==> config.mk <==
export PLATFORM = sky130hd
export DESIGN_NAME = i2c_slave_regs
export DESIGN_NICKNAME = d
export VERILOG_FILES = /design/src/rtl/i2c_slave_regs.sv
export SDC_FILE = /design/constraint.sdc
export NUM_CORES = 1
export LEC_CHECK = 0
export ABC_AREA = 0
export CORE_MARGIN = 4
export CORE_UTILIZATION = 50
export CTS_BUF_LIST = sky130_fd_sc_hd__clkbuf_8
export CTS_CLUSTER_DIAMETER = 100
export DETAILED_ROUTE_END_ITERATION = 10
export PLACE_DENSITY = 0.75
export SKIP_LAST_GASP = 1
export SLEW_MARGIN = 20
export SYNTH_ARGS = -nofsm -noshare
export SYNTH_HDL_FRONTEND = slang
export SYNTH_SLANG_ARGS = --single-unit
export TNS_END_PERCENT = 50
==> constraint.sdc <==
create_clock -name clk_i -period 5.7 [get_ports clk_i]
set_input_delay 1.14 -clock clk_i [delete_from_list [all_inputs] [get_ports clk_i]]
set_output_delay 1.14 -clock clk_i [all_outputs]
set_load 0.02 [all_outputs]
==> src/rtl/i2c_slave_regs.sv <==
// I2C target with a byte-wide register port: fixed bus address, auto-incrementing pointer.
// Define I2C_SLV_GLITCH_FILTER_EN to add a 3-sample majority filter behind each synchronizer.
module i2c_slave_regs #(
  parameter logic [6:0] SLV_ADDR  = 7'h50,
  parameter int         PTR_WIDTH = 8
) (
  input  logic                 clk_i,
  input  logic                 rst_n_i,
  input  logic                 scl_i,
  input  logic                 sda_i,
  output logic                 sda_o,
  output logic                 sda_dir_o,
  output logic                 busy_o,
  output logic [PTR_WIDTH-1:0] reg_addr_o,
  output logic [7:0]           reg_wdat_o,
  output logic                 reg_wr_o,
  output logic                 reg_rd_o,
  input  logic [7:0]           reg_rdat_i,
  output logic [3:0]           state_o
);

  typedef enum logic [3:0] {
    IDLE      = 4'd0,
    ADDR      = 4'd1,
    ADDR_ACK  = 4'd2,
    PTR       = 4'd3,
    PTR_ACK   = 4'd4,
    WDATA     = 4'd5,
    WDATA_ACK = 4'd6,
    RDATA     = 4'd7,
    RDATA_ACK = 4'd8,
    IGNORE    = 4'd9
  } state_t;

  state_t               state;
  logic [1:0]           scl_sync, sda_sync;
  logic                 scl_f, sda_f, scl_q, sda_q;
  logic                 start, stop, rise, fall;
  logic [3:0]           bit_cnt;
  logic [7:0]           shift;
  logic [PTR_WIDTH-1:0] ptr;
  logic                 rw;
  logic                 sda_dir, busy, reg_wr;
  logic [7:0]           wdat;

  // Synchronizers reset to the idle-bus level so reset release never looks like an event.
  always_ff @(posedge clk_i or negedge rst_n_i) begin
    if (!rst_n_i) begin
      scl_sync <= 2'b11;
      sda_sync <= 2'b11;
    end else begin
      scl_sync <= {scl_sync[0], scl_i};
      sda_sync <= {sda_sync[0], sda_i};
    end
  end

`ifdef I2C_SLV_GLITCH_FILTER_EN
  logic [1:0] scl_hist, sda_hist;

  always_ff @(posedge clk_i or negedge rst_n_i) begin
    if (!rst_n_i) begin
      scl_hist <= 2'b11;
      sda_hist <= 2'b11;
      scl_f    <= 1'b1;
      sda_f    <= 1'b1;
    end else begin
      scl_hist <= {scl_hist[0], scl_sync[1]};
      sda_hist <= {sda_hist[0], sda_sync[1]};
      scl_f    <= (scl_sync[1] & scl_hist[0]) | (scl_sync[1] & scl_hist[1]) | (scl_hist[0] & scl_hist[1]);
      sda_f    <= (sda_sync[1] & sda_hist[0]) | (sda_sync[1] & sda_hist[1]) | (sda_hist[0] & sda_hist[1]);
    end
  end
`else
  assign scl_f = scl_sync[1];
  assign sda_f = sda_sync[1];
`endif

  always_ff @(posedge clk_i or negedge rst_n_i) begin
    if (!rst_n_i) begin
      scl_q <= 1'b1;
      sda_q <= 1'b1;
    end else begin
      scl_q <= scl_f;
      sda_q <= sda_f;
    end
  end

  assign start = scl_f & scl_q & sda_q & ~sda_f;
  assign stop  = scl_f & scl_q & ~sda_q & sda_f;
  assign rise  = scl_f & ~scl_q;
  assign fall  = ~scl_f & scl_q;

  // Read strobe is same-cycle so reg_rdat_i is captured while reg_rd_o is high.
  assign reg_rd_o = fall & ((state == ADDR_ACK && rw) || state == RDATA_ACK);

  always_ff @(posedge clk_i or negedge rst_n_i) begin
    if (!rst_n_i) begin
      state   <= IDLE;
      bit_cnt <= 4'd0;
      shift   <= 8'h00;
      ptr     <= '0;
      rw      <= 1'b0;
      sda_dir <= 1'b0;
      busy    <= 1'b0;
      reg_wr  <= 1'b0;
      wdat    <= 8'h00;
    end else begin
      reg_wr <= 1'b0;
      if (start) begin
        state   <= ADDR;
        bit_cnt <= 4'd0;
        busy    <= 1'b1;
        sda_dir <= 1'b0;
      end else if (stop) begin
        state   <= IDLE;
        busy    <= 1'b0;
        sda_dir <= 1'b0;
      end else if (rise) begin
        case (state)
          ADDR, PTR, WDATA: begin
            if (bit_cnt != 4'd8) begin
              shift   <= {shift[6:0], sda_f};
              bit_cnt <= bit_cnt + 4'd1;
              if (state == WDATA && bit_cnt == 4'd7) begin
                reg_wr <= 1'b1;
                wdat   <= {shift[6:0], sda_f};
              end
            end
          end
          RDATA:     if (bit_cnt != 4'd8) bit_cnt <= bit_cnt + 4'd1;
          RDATA_ACK: if (sda_f) state <= IGNORE;
          default: ;
        endcase
      end else if (fall) begin
        case (state)
          ADDR: begin
            if (bit_cnt == 4'd8) begin
              if (shift[7:1] == SLV_ADDR) begin
                sda_dir <= 1'b1;
                rw      <= shift[0];
                state   <= ADDR_ACK;
              end else begin
                sda_dir <= 1'b0;
                state   <= IGNORE;
              end
            end
          end
          ADDR_ACK: begin
            bit_cnt <= 4'd0;
            if (rw) begin
              state   <= RDATA;
              shift   <= reg_rdat_i;
              sda_dir <= ~reg_rdat_i[7];
            end else begin
              state   <= PTR;
              sda_dir <= 1'b0;
            end
          end
          PTR: begin
            if (bit_cnt == 4'd8) begin
              ptr     <= shift;
              sda_dir <= 1'b1;
              state   <= PTR_ACK;
            end
          end
          PTR_ACK, WDATA_ACK: begin
            if (state == WDATA_ACK) ptr <= ptr + {{(PTR_WIDTH-1){1'b0}}, 1'b1};
            sda_dir <= 1'b0;
            bit_cnt <= 4'd0;
            state   <= WDATA;
          end
          WDATA: begin
            if (bit_cnt == 4'd8) begin
              sda_dir <= 1'b1;
              state   <= WDATA_ACK;
            end
          end
          RDATA: begin
            if (bit_cnt == 4'd8) begin
              sda_dir <= 1'b0;
              ptr     <= ptr + {{(PTR_WIDTH-1){1'b0}}, 1'b1};
              state   <= RDATA_ACK;
            end else begin
              shift   <= {shift[6:0], 1'b0};
              sda_dir <= ~shift[6];
            end
          end
          RDATA_ACK: begin
            // Reaching this fall means the master ACKed; a NACK already left for IGNORE.
            state   <= RDATA;
            bit_cnt <= 4'd0;
            shift   <= reg_rdat_i;
            sda_dir <= ~reg_rdat_i[7];
          end
          default: ;
        endcase
      end
    end
  end

  assign sda_o      = 1'b0;
  assign sda_dir_o  = sda_dir;
  assign busy_o     = busy;
  assign reg_addr_o = ptr;
  assign reg_wdat_o = wdat;
  assign reg_wr_o   = reg_wr;
  assign state_o    = state;

endmodule
# Word-level counts from Yosys, hierarchy flattened
# Cells that the tools add are included.
word_totals:
  ff_bits: 42
  in_bits: 12
classes:
  n_addsub: 2
  eq_ne: 31
  muxes: 49
  bitwise_logic: 17
  reduce_logical: 25
ops:
  columns: ["operator", "n"]
  rows:
  - ["$mux 4", 18]
  - ["$mux 8", 9]
  - ["$pmux 8 s3", 2]
  - ["$pmux 4 s7", 1]
  - ["$reduce_and 8->1", 3]
  - ["$eq 4x3->1 const B", 5]
  - ["$mux 1", 17]
  - ["$ne 5x5->1 const B", 3]
  - ["$ne 3x3->1 const B", 4]
  - ["$ne 4x4->1 const B", 3]
  - ["$reduce_bool 3->1", 4]
  - ["$reduce_and 5->1", 2]
  - ["$not 1->1", 9]
  - ["$reduce_bool 9->1", 1]
  - ["$add 8x1->8 const B", 1]
  - ["$and 1x1->1", 8]
  - ["$eq 4x2->1 const B", 2]
  - ["$eq 4x4->1 const B", 2]
  - ["$ne 2x2->1 const B", 4]
  - ["$reduce_bool 4->1", 2]
  - ["$reduce_bool 8->1", 1]
  - ["$reduce_or 4->1", 2]
  - ["$eq 7x7->1 const B", 1]
  - ["$reduce_and 7->1", 1]
  - ["15 further kinds", 19]

# Logic depth before layout (Yosys ltp)
depth:
  depth_word: 8
  mapped_depth: 8
  ltp_nobuf: 7

# Worst setup path after synthesis
# No wires, ideal clock.
synth_timing:
  path_type: "register to output"
  from: "register state[3] (netlist: state_o[3])"
  to: "output port reg_rd_o"
  arrival_ns: 1.289
  required_time_ns: 4.560
  path_slack_ns: 3.271
  path_stages_with_launch: 5
  path_buffers: 1
  cell_sequence: "dfrtp_1 -> buf_2 -> nand3b_1 -> a211oi_1 -> and2_1"
synth_between:
  elab_chain_len: 4
  word_cells_on_any_way: 5
synth_rtl:
  columns: ["item", "line", "rtl"]
  rows:
  - ["from (decl)", "35", "state_t state;"]
  - ["from (signal assigned)", "98", "state <= IDLE;"]
  - ["from (signal assigned)", "110", "state <= ADDR;"]
  - ["from (signal assigned)", "115", "state <= IDLE;"]
  - ["$eq 4x2->1", "94", "assign reg_rd_o = fall & ((state == ADDR_ACK && rw) || state == RDATA_ACK);"]
  - ["$logic_and 1x1->1", "94", null]
  - ["$logic_or 1x1->1 (*)", "94", null]
  - ["$and 1x1->1 (*)", "94", null]
  - ["to (decl)", "17", "output logic reg_rd_o,"]
# Every way passes the cells marked *; elsewhere a longest branch is shown, timed or not.

# Worst setup path in the final report
layout_timing:
  from: "register state[1] (netlist: state_o[1])"
  to: "output port reg_rd_o"
# The elaborated chain is that of the path after synthesis.

==> summary.json <==
{
  "grt": {
    "grt_max_degree": 43,
    "wire_length_of_the_first_global_routing_pass_mm": 8.82,
    "antenna_found_initial": 0,
    "grt_usage": 0.182,
    "grt_overflow_total": 0,
    "grt_pass1_vias": 1797
  },
  "place": {
    "post-dp-hpwl_mm": 3.64,
    "routabilityCongestion": 0.913,
    "io_buffer_count": 35
  },
  "setup_path": {
    "critPathLaunch": "state_o[1]$_DFFE_PN0P_",
    "timing.critical_path.from_type": "flip-flop",
    "critical_path.reg2reg.startpoint": "scl_sync[1]$_DFF_PN1_",
    "crit_end": "reg_rd_o",
    "timing.critical_path.required_ns": 4.56,
    "worst-endpoint-arrival_ns": 2.19,
    "setup.worst_path.class": "flip-flop to primary output",
    "critical_path.slowest_cell": "clkdlybuf4s50_1",
    "cp_max_fo": 17,
    "regToRegEndpoint": "shift[2]$_DFFE_PN0P_",
    "crit_path_cell_trace": "nand2b_1 > a211oi_1 > and2_1 > clkdlybuf4s50_1",
    "reg2reg_slack_ns": 3.17,
    "reg2regPathDepth": 4,
    "slowest_cell_delay_on_critical_path_ns": 0.60,
    "critPathCaptureType": "primary output"
  },
  "timing": {
    "total_neg_setup_slack_ns": 0,
    "timing.final.crit_period_ns": 3.33,
    "rsz0062_at_grt": "no",
    "worst_pin_slew_ns": 1.02,
    "final_period_utilization": 0.584,
    "final-setup-viol-count": 0,
    "post_route_skew_ns": 0.00780,
    "max_clock_freq_mhz": 300,
    "finalHoldViolCount": 0,
    "finalMaxSlewViolations": 0,
    "slew_headroom": 0.318
  },
  "drt": {
    "drc": 0,
    "detailroute.via_count": 1938,
    "route.antenna.remaining_nets": 0,
    "detail_route.iter0.violations": 174,
    "first_pass_iters": 4,
    "finalWirelength_mm": 5.07,
    "vias_per_cell": 5.91,
    "detail_route.wl_per_cell_um": 15.5
  },
  "clock_tree": {
    "post_cts.repair.setup_buffers": 0,
    "post_cts_resize_count": 0,
    "cts_buffer_depth": 2,
    "ctsHtreeMaxLevel": 2,
    "clkTransAtPathRegs_ns": 0.08,
    "hold_buffers": 0,
    "insertion_delay_ns": 0.30,
    "cts-root-buf": "clkbuf_8",
    "tritoncts": "yes",
    "numCtsBuffers": 5,
    "numClockSinks": 42
  },
  "pwr": {
    "cellInternalPower_mw": 0.659,
    "seq_power_share": 0.447,
    "design_power_total_mw": 1.07,
    "max-vdd-ir-drop_uv": 320,
    "p_leak_nw": 1.23,
    "power_switching_mw": 0.410,
    "power.combinational.fraction": 0.330,
    "power_switching_share": 0.384,
    "power.share.clock": 0.223,
    "power_per_cell_area_nw_per_um2": 378
  },
  "logic_synthesis": {
    "ys_warn_count": 0,
    "synth_fp_nets": 263,
    "fraction_of_the_yosys_area_taken_by_sequential_cells": 0.446,
    "netlist_area_um2": 2370,
    "synthCells": 245,
    "ys_ff_latch": 42,
    "synth_flop_cell": "dfrtp_1",
    "syn-mean-instance-area_um2": 9.68,
    "yosys.cell_types.count": 58,
    "synth_enable_flop_cells": 0,
    "synth_async_sr_flop_share": 1.00
  },
  "cells_and_area": {
    "antenna_diode_count": 0,
    "layout-area-overhead-vs-synth_pct": 19.3,
    "drive_gt1_frac": 0.130,
    "design.final.nets": 293
  },
  "status": {
    "outcome": "finished clean"
  },
  "floorplanning": {
    "die-area_um2": 5910,
    "io-pin-count": 37,
    "die_y_um": 76.9,
    "starting_density_of_the_core": 0.530,
    "floorplan.die.width_um": 76.9,
    "fp-row-count": 24,
    "core_area_um2": 4470
  },
  "min_path": {
    "min_path_type": "flip-flop to flip-flop"
  },
  "flow_run": {
    "drv_cap": 0
  }
}
[per-stage QoR]
step | util | instances | hold slack (ns) | instance area (um2) | setup WS (ns)
2_1_floorplan | - | 245 | 0.345 | 2370 | 3.27
3_3_place_gp | 0.607 | 320 | 0.346 | 2720 | 2.74
3_5_place_dp | 0.607 | 320 | 0.349 | 2720 | 2.71
4_1_cts | 0.632 | 328 | 0.366 | 2830 | 2.37
5_1_grt | 0.632 | 328 | 0.368 | 2830 | 2.20
6_report | 0.632 | 328 | 0.365 | 2830 | 2.37
[synth_stat cells (6+ instances only)]
cell | count | area, um2
dfrtp_1 | 36 | 901
dfstp_2 | 6 | 158
a21oi_1 | 17 | 85.1
buf_2 | 7 | 35.0
o21ai_0 | 19 | 95.1
o211ai_1 | 6 | 45.0
nor2_1 | 12 | 45.0
mux2i_1 | 9 | 90.1
mux2_2 | 12 | 135
nand3_1 | 15 | 75.1
nand2_1 | 26 | 97.6
inv_1 | 12 | 45.0
ha_1 | 6 | 75.1
[layout make-up]
type	instances	area, um2
clock buffers	5	68.8
clock inverters	3	43.8
fillers	388	1650
inverters	12	45.0
multi-input cells	179	1200
flip-flops and latches	42	1060
well taps	52	65.1
repair buffers	35	345
[state kept, by name, indices dropped and copies added (netlist names)]
signal,flops
reg_addr_o,8
reg_wdat_o,8
shift,8
bit_cnt,4
state_o,4
scl_sync,2
sda_sync,2
busy_o,1
reg_wr_o,1
rw,1
scl_q,1
sda_dir_o,1
sda_q,1
[how the worst min path moves through the flow]
stage                       endpoint             startpoint  cells past startpoint  slack (ns)
2_1_floorplan  scl_sync[1]$_DFF_PN1_  scl_sync[0]$_DFF_PN1_                      0        0.35
3_3_place_gp   scl_sync[1]$_DFF_PN1_  scl_sync[0]$_DFF_PN1_                      0        0.35
3_5_place_dp   sda_sync[1]$_DFF_PN1_  sda_sync[0]$_DFF_PN1_                      0        0.35
4_1_cts        sda_sync[1]$_DFF_PN1_  sda_sync[0]$_DFF_PN1_                      0        0.37
5_1_grt        scl_sync[1]$_DFF_PN1_  scl_sync[0]$_DFF_PN1_                      0        0.37
6_report       scl_sync[1]$_DFF_PN1_  scl_sync[0]$_DFF_PN1_                      0        0.37
[critical path: cells and delay by family, from the launching register on]
kind                   cells  cell delay (ns)
AO/OA/AOI/OAI              1             0.30
flip-flops                 1             0.58
AND/OR/NAND/NOR            2             0.42
buffers and inverters      1             0.60
[placed cells by master, fill, tap and decap left out, drive strengths merged, types with 4 or more instances in the layout]
cell / instances
o211ai: 6
o21ai: 20
inv: 13
dfstp: 6
nand2: 26
mux2i: 9
nand3: 15
clkbuf: 5
clkdlybuf4s50: 34
dfrtp: 36
nor3: 4
nor2: 12
ha: 6
a21oi: 17
mux2: 12
[logic make-up after synthesis]
family,share of synthesized area
multiplexers,0.0950
buffers and inverters,0.0464
adder cells (fa/ha/maj),0.0359
other,0.00158
AND/OR/NAND/NOR,0.191
XOR/XNOR,0.00369
flip-flops,0.446
AO/OA/AOI/OAI,0.180
[power by group through the flow]
| stage | sequential (mW) | clock [mW] | combinational (mW) |
|---|---|---|---|
| after floorplan | 0.470 | 0 | 0.223 |
| after global placement | 0.478 | 0 | 0.348 |
| after detailed placement | 0.484 | 0 | 0.351 |
| after CTS | 0.476 | 0.246 | 0.354 |
| after global routing | 0.491 | 0.260 | 0.394 |
| final | 0.477 | 0.239 | 0.353 |
[metal layers]
metal,track usage,part of all wire,up-vias
met1,0.267,0.49,927
met4,0.0489,0.0091,0
li1,-,-,949
met2,0.270,0.45,57
met3,0.0422,0.052,5
met5,0,0,-
(Power assumes the default switching activity.)
